==> config.mk <==
export PLATFORM = sky130hd
export DESIGN_NAME = cpu_sequencer_flat
export DESIGN_NICKNAME = d
export VERILOG_FILES = /design/src/rtl/cpu_seq_if.sv /design/src/rtl/cpu_sequencer.sv /design/src/flat_wrapper.sv
export SDC_FILE = /design/constraint.sdc
export NUM_CORES = 1
export LEC_CHECK = 0
export CORE_AREA = 2 2 39 41
export DETAILED_ROUTE_END_ITERATION = 8
export DIE_AREA = 0 0 41 43
export PLACE_DENSITY = 0.79
export SYNTH_ARGS = -nofsm -noshare
export SYNTH_HDL_FRONTEND = slang
export SYNTH_SLANG_ARGS = --single-unit
==> constraint.sdc <==
create_clock -name clk -period 2.05 [get_ports clk]
set_input_delay 0.5125 -clock clk [delete_from_list [all_inputs] [get_ports clk]]
set_output_delay 0.5125 -clock clk [all_outputs]
set_load 0.02 [all_outputs]
==> src/rtl/cpu_seq_if.sv <==
// Sequencer bus: datapath status in, control strobes out.
// master = the side driving opcode/flags, slave = the sequencer.
interface cpu_seq_if #(
  parameter int OPCODE_W = 3
);
  logic                zero;
  logic [OPCODE_W-1:0] opcode;
  logic                mem_ready;
  logic                go;
  logic                sel, rd, ld_ir, halt, inc_pc, ld_ac, wr, ld_pc, data_e;
  logic [2:0]          phase;
  logic                err;

  modport master (
    output zero, opcode, mem_ready, go,
    input  sel, rd, ld_ir, halt, inc_pc, ld_ac, wr, ld_pc, data_e, phase, err
  );
  modport slave (
    input  zero, opcode, mem_ready, go,
    output sel, rd, ld_ir, halt, inc_pc, ld_ac, wr, ld_pc, data_e, phase, err
  );
endinterface

==> src/rtl/cpu_sequencer.sv <==
// Eight-phase CPU control sequencer with RUN/HALTED top state and memory stalls.
// Optional wait-state timeout compiled in by CPU_SEQ_TIMEOUT_EN.
module cpu_sequencer #(
  parameter int OPCODE_W = 3,
  parameter int TO_LIMIT = 15
) (
  input  logic     clk,
  input  logic     rst,
  cpu_seq_if.slave bus
);
  typedef enum logic {RUN = 1'b0, HALTED = 1'b1} state_t;

  state_t     r_state, w_state_nxt;
  logic [2:0] r_phase, w_phase_nxt;
  logic       w_alu, w_skz, w_jmp, w_sto, w_hlt, w_ill, w_stall, w_to;

  if (TO_LIMIT < 1 || TO_LIMIT > 255) begin : g_bad_to_limit
    $error("cpu_sequencer: TO_LIMIT must be 1..255");
  end

  // Codes wider than 3 bits with any upper bit set are illegal and halt.
  if (OPCODE_W > 3) begin : g_wide_op
    assign w_ill = |bus.opcode[OPCODE_W-1:3];
  end else begin : g_narrow_op
    assign w_ill = 1'b0;
  end

  assign w_alu = (bus.opcode >= OPCODE_W'(2)) && (bus.opcode <= OPCODE_W'(5));
  assign w_skz = (bus.opcode == OPCODE_W'(1)) && bus.zero;
  assign w_jmp = (bus.opcode == OPCODE_W'(7));
  assign w_sto = (bus.opcode == OPCODE_W'(6));
  assign w_hlt = (bus.opcode == '0) || w_ill;

  assign w_stall = (r_state == RUN) && !bus.mem_ready &&
                   ((r_phase == 3'd1) || (r_phase == 3'd5 && w_alu) ||
                    (r_phase == 3'd7 && w_sto));

`ifdef CPU_SEQ_TIMEOUT_EN
  logic [7:0] r_wcnt;
  logic       r_err;

  // Fires on the stalled cycle whose count would reach TO_LIMIT.
  assign w_to = w_stall && (r_wcnt == 8'(TO_LIMIT - 1));

  always_ff @(posedge clk or negedge rst) begin
    if (!rst) begin
      r_wcnt <= 8'd0;
      r_err  <= 1'b0;
    end else begin
      r_wcnt <= (w_stall && !w_to) ? r_wcnt + 8'd1 : 8'd0;
      if (w_to) r_err <= 1'b1;
    end
  end

  assign bus.err = r_err;
`else
  assign w_to    = 1'b0;
  assign bus.err = 1'b0;
`endif

  always_ff @(posedge clk or negedge rst) begin
    if (!rst) begin
      r_state <= RUN;
      r_phase <= 3'd0;
    end else begin
      r_state <= w_state_nxt;
      r_phase <= w_phase_nxt;
    end
  end

  always_comb begin
    w_state_nxt = r_state;
    w_phase_nxt = r_phase;
    if (r_state == HALTED) begin
      w_phase_nxt = 3'd0;
      if (bus.go) w_state_nxt = RUN;
    end else if (w_to || (r_phase == 3'd4 && w_hlt)) begin
      w_state_nxt = HALTED;
      w_phase_nxt = 3'd0;
    end else if (!w_stall) begin
      w_phase_nxt = r_phase + 3'd1;
    end
  end

  always_comb begin
    bus.sel    = 1'b0;
    bus.rd     = 1'b0;
    bus.ld_ir  = 1'b0;
    bus.halt   = 1'b0;
    bus.inc_pc = 1'b0;
    bus.ld_ac  = 1'b0;
    bus.wr     = 1'b0;
    bus.ld_pc  = 1'b0;
    bus.data_e = 1'b0;
    if (r_state == HALTED) begin
      bus.halt = 1'b1;
    end else begin
      case (r_phase)
        3'd0: bus.sel = 1'b1;
        3'd1: begin bus.sel = 1'b1; bus.rd = 1'b1; end
        3'd2, 3'd3: begin bus.sel = 1'b1; bus.rd = 1'b1; bus.ld_ir = 1'b1; end
        3'd4: begin bus.inc_pc = 1'b1; bus.halt = w_hlt; end
        3'd5: bus.rd = w_alu;
        3'd6: begin
          bus.rd     = w_alu;
          bus.inc_pc = w_skz;
          bus.ld_pc  = w_jmp;
          bus.data_e = w_sto;
        end
        default: begin
          bus.rd     = w_alu;
          bus.ld_ac  = w_alu;
          bus.ld_pc  = w_jmp;
          bus.wr     = w_sto;
          bus.data_e = w_sto;
        end
      endcase
    end
  end

  assign bus.phase = r_phase;
endmodule

==> src/flat_wrapper.sv <==
// flat-port wrapper written by rule: the top's interface ports become plain ports
module cpu_sequencer_flat 
#(
  parameter int OPCODE_W = 3,
  parameter int TO_LIMIT = 15
)
  (clk, rst, bus_zero, bus_opcode, bus_mem_ready, bus_go, bus_sel, bus_rd, bus_ld_ir, bus_halt, bus_inc_pc, bus_ld_ac, bus_wr, bus_ld_pc, bus_data_e, bus_phase, bus_err);
  cpu_seq_if #(.OPCODE_W(OPCODE_W)) bus_i ();
  input  logic clk;
  input  logic rst;
  input wire logic [$bits(bus_i.zero)-1:0] bus_zero;
  input wire logic [$bits(bus_i.opcode)-1:0] bus_opcode;
  input wire logic [$bits(bus_i.mem_ready)-1:0] bus_mem_ready;
  input wire logic [$bits(bus_i.go)-1:0] bus_go;
  output wire logic [$bits(bus_i.sel)-1:0] bus_sel;
  output wire logic [$bits(bus_i.rd)-1:0] bus_rd;
  output wire logic [$bits(bus_i.ld_ir)-1:0] bus_ld_ir;
  output wire logic [$bits(bus_i.halt)-1:0] bus_halt;
  output wire logic [$bits(bus_i.inc_pc)-1:0] bus_inc_pc;
  output wire logic [$bits(bus_i.ld_ac)-1:0] bus_ld_ac;
  output wire logic [$bits(bus_i.wr)-1:0] bus_wr;
  output wire logic [$bits(bus_i.ld_pc)-1:0] bus_ld_pc;
  output wire logic [$bits(bus_i.data_e)-1:0] bus_data_e;
  output wire logic [$bits(bus_i.phase)-1:0] bus_phase;
  output wire logic [$bits(bus_i.err)-1:0] bus_err;
  assign bus_i.zero = bus_zero;
  assign bus_i.opcode = bus_opcode;
  assign bus_i.mem_ready = bus_mem_ready;
  assign bus_i.go = bus_go;
  assign bus_sel = bus_i.sel;
  assign bus_rd = bus_i.rd;
  assign bus_ld_ir = bus_i.ld_ir;
  assign bus_halt = bus_i.halt;
  assign bus_inc_pc = bus_i.inc_pc;
  assign bus_ld_ac = bus_i.ld_ac;
  assign bus_wr = bus_i.wr;
  assign bus_ld_pc = bus_i.ld_pc;
  assign bus_data_e = bus_i.data_e;
  assign bus_phase = bus_i.phase;
  assign bus_err = bus_i.err;
  cpu_sequencer #(.OPCODE_W(OPCODE_W), .TO_LIMIT(TO_LIMIT)) u_core (.clk(clk), .rst(rst), .bus(bus_i));
endmodule
==> results.py, run 1 <==
metrics = {
    "setup_path": {
        "critPathRequiredTime_ns": 1.54,
        "cp_max_fo": 4,
        "slowest_delay_ns": 0.42,
        "path_common_cell": "buf_4",
        "crit_type": "reg2out",
        "slowest_stage": "dfrtp_2",
        "cpLargestDelayFamily": "buffers and inverters",
        "crit_arrival_ns": 1.80,
        "critPathBufInv": 3,
        "startpoint": "u_core.bus.phase[0]$_DFFE_PN0P_",
        "critical_path.cell_chain": "inv_2 -> ha_4 -> a2111oi_4 -> buf_4 -> nand2b_4 -> nor3_2 -> buf_4",
        "cp-start-kind": "flop",
        "r2r-start": "u_core.bus.phase[0]$_DFFE_PN0P_",
        "crit_path_end_kind": "primary output",
    },
    "die": {
        "dieWidth_um": 41,
        "core_um2": 1384,
        "num_rows": 14,
        "die_y_um": 43,
        "initial_utilization_pct": 33.82,
        "io_pins": 21,
        "dieArea_um2": 1763,
    },
    "synth": {
        "synth.most_common_cell": "nand2_1",
        "syn_inst": 56,
        "synth_flop_cell": "dfrtp_1",
        "ys_types": 25,
        "synth_edf_count": 0,
        "yosysTopAreaCellShare_pct": 21.39,
        "synth-seq-area-share_pct": 21.39,
        "yosysTopAreaCell": "dfrtp_1",
        "synthTopCellsByCount": "nand2_1, nor2_1, ha_1",
        "synth_warnings": 0,
        "syn_nets": 70,
        "syn_area_um2": 467.9,
        "async_flop_share_pct": 100.0,
        "synth_seq_cells": 4,
        "syn_area_per_cell_um2": 8.356,
        "synth_area_leaders": "dfrtp_1, ha_1, mux2i_1",
    },
    "drt": {
        "dr.pass1.iters": 3,
        "ant_nets": 0,
        "route.detailed.drc": 0,
        "drt_iter0_drc": 2,
        "routedWlPerCell_um": 13.13,
        "wl_um": 1549,
        "num_vias": 578,
        "vias_per_cell": 4.898,
    },
    "sta": {
        "hold_viol_final": 0,
        "fin_ws_ns": -0.2656,
        "setup_tns_ns": -1.365,
        "rsz0062_at_grt": "yes",
        "finalCriticalPeriod_ns": 2.316,
        "period_share_pct": 113.0,
        "fin_skew_ns": 0.009870,
        "finalSetupViolations": 8,
        "finalMaxSlewViolations": 0,
        "fmax_mhz": 431.9,
    },
    "placed_design": {
        "portBuffers": 19,
        "place_ws_ns": -0.5974,
        "place.gp.congestion": 0.7695,
        "hpwl_um": 1162,
    },
    "cells_and_area": {
        "utilization_pct": 71.79,
        "area_growth_syn_to_layout_pct": 112.3,
        "finalNetCount": 117,
        "diodes": 0,
        "drive_above_1_share_pct": 57.84,
    },
    "outcome": {
        "violations": "negative setup slack",
        "status": "finished, violations left",
    },
    "clocking": {
        "clockRootBuffer": "clkbuf_4",
        "numCtsBuffers": 3,
        "insertion_delay_ns": 0.24,
        "postCtsHoldBufs": 0,
        "cts_htree_levels": 1,
        "cts_tree": "built",
        "cts_sinks": 4,
        "max-clock-path-buffers": 2,
        "path_clk_slew_ns": 0.04,
    },
    "global_route": {
        "gr-total-overflow": 0,
        "antenna_found_initial": 0,
        "grt.total_usage_pct": 20.16,
        "grt_pass1_wl_um": 2428,
        "grt_pass1_vias": 602,
        "grt_start_max_net_pins": 8,
    },
    "flow_run": {
        "maxCapViolations": 0,
    },
    "hold_path": {
        "min_path_type": "in2async",
    },
    "power": {
        "power.leakage_nw": 0.4473,
        "vdd_drop_max_mv": 0.9369,
        "powerDensity_nw_per_um2": 1651,
    },
}
## stage by stage
stage	hold slack [ns]	cell area (um^2)	std cells	power, mW
3_5_place_dp	0.6500	865.8	110	1.331
5_1_grt	0.4926	993.5	118	1.753
2_1_floorplan	0.2169	513.0	56	0.7824
4_1_cts	0.4763	948.4	117	1.533
3_3_place_gp	0.6408	865.8	110	1.297
6_report	0.4760	993.5	118	1.640
## timing repair
item	in CTS	in global routing
setup endpoints to repair	9	9
buffers inserted	3	1
pin swaps	5	2
endpoints found under the hold margin	0	0
gates resized for setup	58	8
## worst paths after layout
check | endpoint | slack, ns | cells past startpoint
setup / recovery | bus_data_e | -0.27 | 7
hold / removal | u_core.bus.phase[0]$_DFFE_PN0P_ | 0.48 | 1
setup reg to reg | u_core.bus.phase[2]$_DFFE_PN0P_ | 0.40 | 9
hold reg to reg | u_core.r_state$_DFF_PN0_ | 0.68 | 2
max in group asynchronous | u_core.bus.phase[2]$_DFFE_PN0P_ | 1.38 | 1
min in group clk | u_core.r_state$_DFF_PN0_ | 0.68 | 2
## per-layer routing
layer | share of wire (%) | vias to the layer above | global-route usage (%) | wire (um)
li1 | - | 282 | - | -
met2 | 61 | 17 | 38.44 | 945
met5 | 0 | - | 0 | 0
met3 | 4.5 | 0 | 0 | 69
met4 | 0 | 0 | 8.000 | 0
met1 | 35 | 279 | 21.17 | 535
## kinds of logic (layout without fill, tap and decap cells)
kind of cell,Yosys count,in the layout,synth area share (%)
adder cells (fa/ha/maj),6,6,16.04
other,1,1,0.8014
AO/OA/AOI/OAI,9,9,20.05
flip-flops,4,4,21.39
AND/OR/NAND/NOR,25,25,27.01
XOR/XNOR,1,1,1.872
buffers and inverters,7,53,6.417
multiplexers,3,3,6.417
## area by class of cell
type	count	area [um^2]
Multi-Input combinational cell	45	450.4
Fill cell	109	390.4
Timing Repair Buffer	43	370.4
Sequential cell	4	103.9
Clock buffer	4	26.28
Inverter	6	22.52
Tap cell	16	20.02
## power breakdown
group / leakage [nW] / switching [mW] / internal (mW)
clock network: 0.0150 / 0.0348 / 0.0732
logic: 0.386 / 0.644 / 0.710
registers: 0.0465 / 0.0551 / 0.122
## placed cells by master (no fill, tap or decap), types with 2 or more instances in the layout
master            n
dlygate4sd2_1     2
dfrtp_2           3
ha_4              4
inv_2             3
buf_6             8
clkdlybuf4s50_1   8
mux2i_1           3
a21oi_1           2
clkbuf_4          3
buf_4            23
nand2_1           8
nor3_4            2
inv_1             3
buf_2             2
nor2_1            5
## worst register-to-register path, cell delays in order, from the launching register on
cell,delay (ns)
dfrtp_2,0.42
inv_2,0.07
buf_6,0.11
buf_6,0.11
ha_4,0.17
buf_6,0.12
a41oi_4,0.18
buf_4,0.18
nand2_1,0.05
mux2i_1,0.14
## registers in the layout, summed over array words and instances (netlist names)
| register | flops |
|---|---|
| u_core.r_state | 1 |
| u_core.bus.phase | 3 |
(Power assumes the default switching activity.)
==> run 2: changes to the inputs <==
- CORE_AREA: 2 2 39 41 -> 4 4 41 43
- DIE_AREA: 0 0 41 43 -> 0 0 45 47
==> run 2 against run 1 <==
  * The flow still finishes with violations (negative setup slack)
  * Highest routed layer is now met4
  * Critical path type unchanged
  * Hold slack gained 0.0041 ns
  * Final cell count shrank 2.5%
  * Cell area shrank 1.5%
  * Power shrank 3.7%
  * Clock power is essentially flat
  * Setup slack gained 0.023 ns
  * Combinational power shrank 4%
  * Utilization grew 3.4 points
  * Sequential power shrank 2%
  * Global-route usage shrank 4.7 points
  * Flip-flop and latch count is the same
==> results.py, run 2 (same netlist as run 1, synthesis figures left out) <==
metrics = {
    "global_route": {
        "gr-total-overflow": 0,
        "grt.total_usage_pct": 15.45,
        "grt_pass1_vias": 557,
        "antenna_found_initial": 0,
        "grt_start_max_net_pins": 8,
        "grt_pass1_wl_um": 2346,
    },
    "setup_path": {
        "worst-r2r-setup-slack_ns": 0.44,
        "critPathRequiredTime_ns": 1.54,
        "cp_max_fo": 4,
        "worstRegToRegCells": 9,
        "crit_arrival_ns": 1.78,
        "r2r-start": "u_core.bus.phase[0]$_DFFE_PN0P_",
        "cp-start-kind": "flop",
        "startpoint": "u_core.bus.phase[0]$_DFFE_PN0P_",
        "crit_path_end_kind": "primary output",
        "crit_type": "reg2out",
        "critical_path.cell_chain": "inv_2 -> ha_4 -> a2111oi_4 -> buf_4 -> nand2b_4 -> nor3_4 -> buf_6",
        "reg2reg_to": "u_core.bus.phase[0]$_DFFE_PN0P_",
        "slowest_delay_ns": 0.42,
        "slowest_stage": "dfrtp_2",
    },
    "placed_design": {
        "place.gp.congestion": 0.7786,
        "dp_cells": 109,
        "place_ws_ns": -0.5678,
        "hpwl_um": 1200,
        "portBuffers": 19,
        "place_area_um2": 864.6,
    },
    "sta": {
        "finalMaxSlewViolations": 0,
        "hold_viol_final": 0,
        "rsz0062_at_grt": "yes",
        "fin_skew_ns": 0.007464,
        "period_share_pct": 111.8,
        "finalSetupViolations": 8,
        "fmax_mhz": 436.1,
        "fin_ws_ns": -0.2429,
        "finalCriticalPeriod_ns": 2.293,
    },
    "drt": {
        "vias_per_cell": 4.826,
        "wl_um": 1508,
        "route.detailed.drc": 0,
        "num_vias": 555,
        "dr.pass1.iters": 3,
        "drt_iter0_drc": 4,
        "routedWlPerCell_um": 13.11,
        "ant_nets": 0,
    },
    "clocking": {
        "cts_htree_levels": 1,
        "path_clk_slew_ns": 0.04,
        "insertion_delay_ns": 0.24,
        "cts_sinks": 4,
        "postCtsHoldBufs": 0,
        "numCtsBuffers": 3,
        "max-clock-path-buffers": 2,
        "clockRootBuffer": "clkbuf_4",
        "cts_tree": "built",
    },
    "outcome": {
        "violations": "negative setup slack",
        "status": "finished, violations left",
    },
    "die": {
        "io_pins": 21,
        "die_y_um": 47,
        "dieWidth_um": 45,
        "num_rows": 13,
        "dieArea_um2": 2115,
        "initial_utilization_pct": 35.96,
        "core_um2": 1301,
    },
    "cells_and_area": {
        "diodes": 0,
        "finalNetCount": 115,
        "layout_commonest_cell": "buf_4",
        "final_cell_mix": "buf_4, nand2_1, clkdlybuf4s50_1",
        "final_area_um2": 978.4,
        "area_growth_syn_to_layout_pct": 109.1,
        "largest_register_ff_count": 3,
        "fin_cells": 115,
        "drive_above_1_share_pct": 59.00,
    },
    "power": {
        "power.leakage_nw": 0.4434,
        "power_mw": 1.579,
        "vdd_drop_max_mv": 0.8959,
        "powerDensity_nw_per_um2": 1614,
    },
    "flow_run": {
        "maxCapViolations": 0,
    },
    "hold_path": {
        "min_path_type": "in2async",
    },
}
==> run 2: cell count changes in the layout (fill, tap and decap cells not counted) <==
| cell | delta |
|---|---|
| dlygate4sd2_1 | +1 |
| buf_2 | +1 |
| nor3_2 | +1 |
| nor3_1 | -1 |
| xnor2_2 | +1 |
| clkdlybuf4s50_1 | -1 |
| buf_4 | -1 |
| buf_6 | -2 |
| xnor2_1 | -1 |
==> run 2: what timing repair did <==
item                                    in CTS  in global routing
gates resized for setup                     50                 16
endpoints found under the setup margin       9                  9
endpoints found under the hold margin        0                  0
pin swaps                                    5                  2
setup buffers                                1                  1
==> run 2: per-stage QoR <==
| step | utilization, % | hold WS (ns) | TNS (ns) |
|---|---|---|---|
| 2_1_floorplan | - | 0.2169 | -0.03633 |
| 3_3_place_gp | 66.44 | 0.6419 | -3.775 |
| 3_5_place_dp | 66.44 | 0.6708 | -3.961 |
| 4_1_cts | 69.71 | 0.4822 | -1.258 |
| 5_1_grt | 75.19 | 0.4724 | -1.927 |
| 6_report | 75.19 | 0.4801 | -1.224 |
==> run 2: final cells by class <==
class                   count  area, um^2
clock buffers               4       26.28
fillers                   109       322.8
inverters                   6       22.52
multi-input cells          45       462.9
flip-flops and latches      4       103.9
well taps                  15       18.77
repair buffers             41       344.1
==> run 2: how the worst max path moves through the flow <==
stage	slack [ns]	cells after the start	end
after floorplan	-0.04	5	bus_wr
after global placement	-0.55	5	bus_inc_pc
after detailed placement	-0.57	5	bus_inc_pc
after CTS	-0.24	7	bus_ld_pc
after global routing	-0.35	7	bus_ld_pc
final	-0.24	7	bus_ld_pc
==> run 2: report_power, final <==
part	switching [mW]	internal (mW)
logic	0.638	0.661
clock network	0.0335	0.0731
registers	0.0513	0.122
==> run 2: worst max-delay path: cells and delay by family (launching register included) <==
family	cells	cell delay, ns
AND/OR/NAND/NOR	2	0.18
buffers and inverters	3	0.39
flip-flops	1	0.42
AO/OA/AOI/OAI	1	0.37
adder cells (fa/ha/maj)	1	0.17
==> run 2: per-layer routing <==
metal  wire [um]  vias to the layer above  GRT usage, %
met5           0                        -             0
met4          17                        0         8.772
met3         129                        2         3.065
met2         874                       19         31.07
met1         487                      256         14.22
li1            -                      278             -
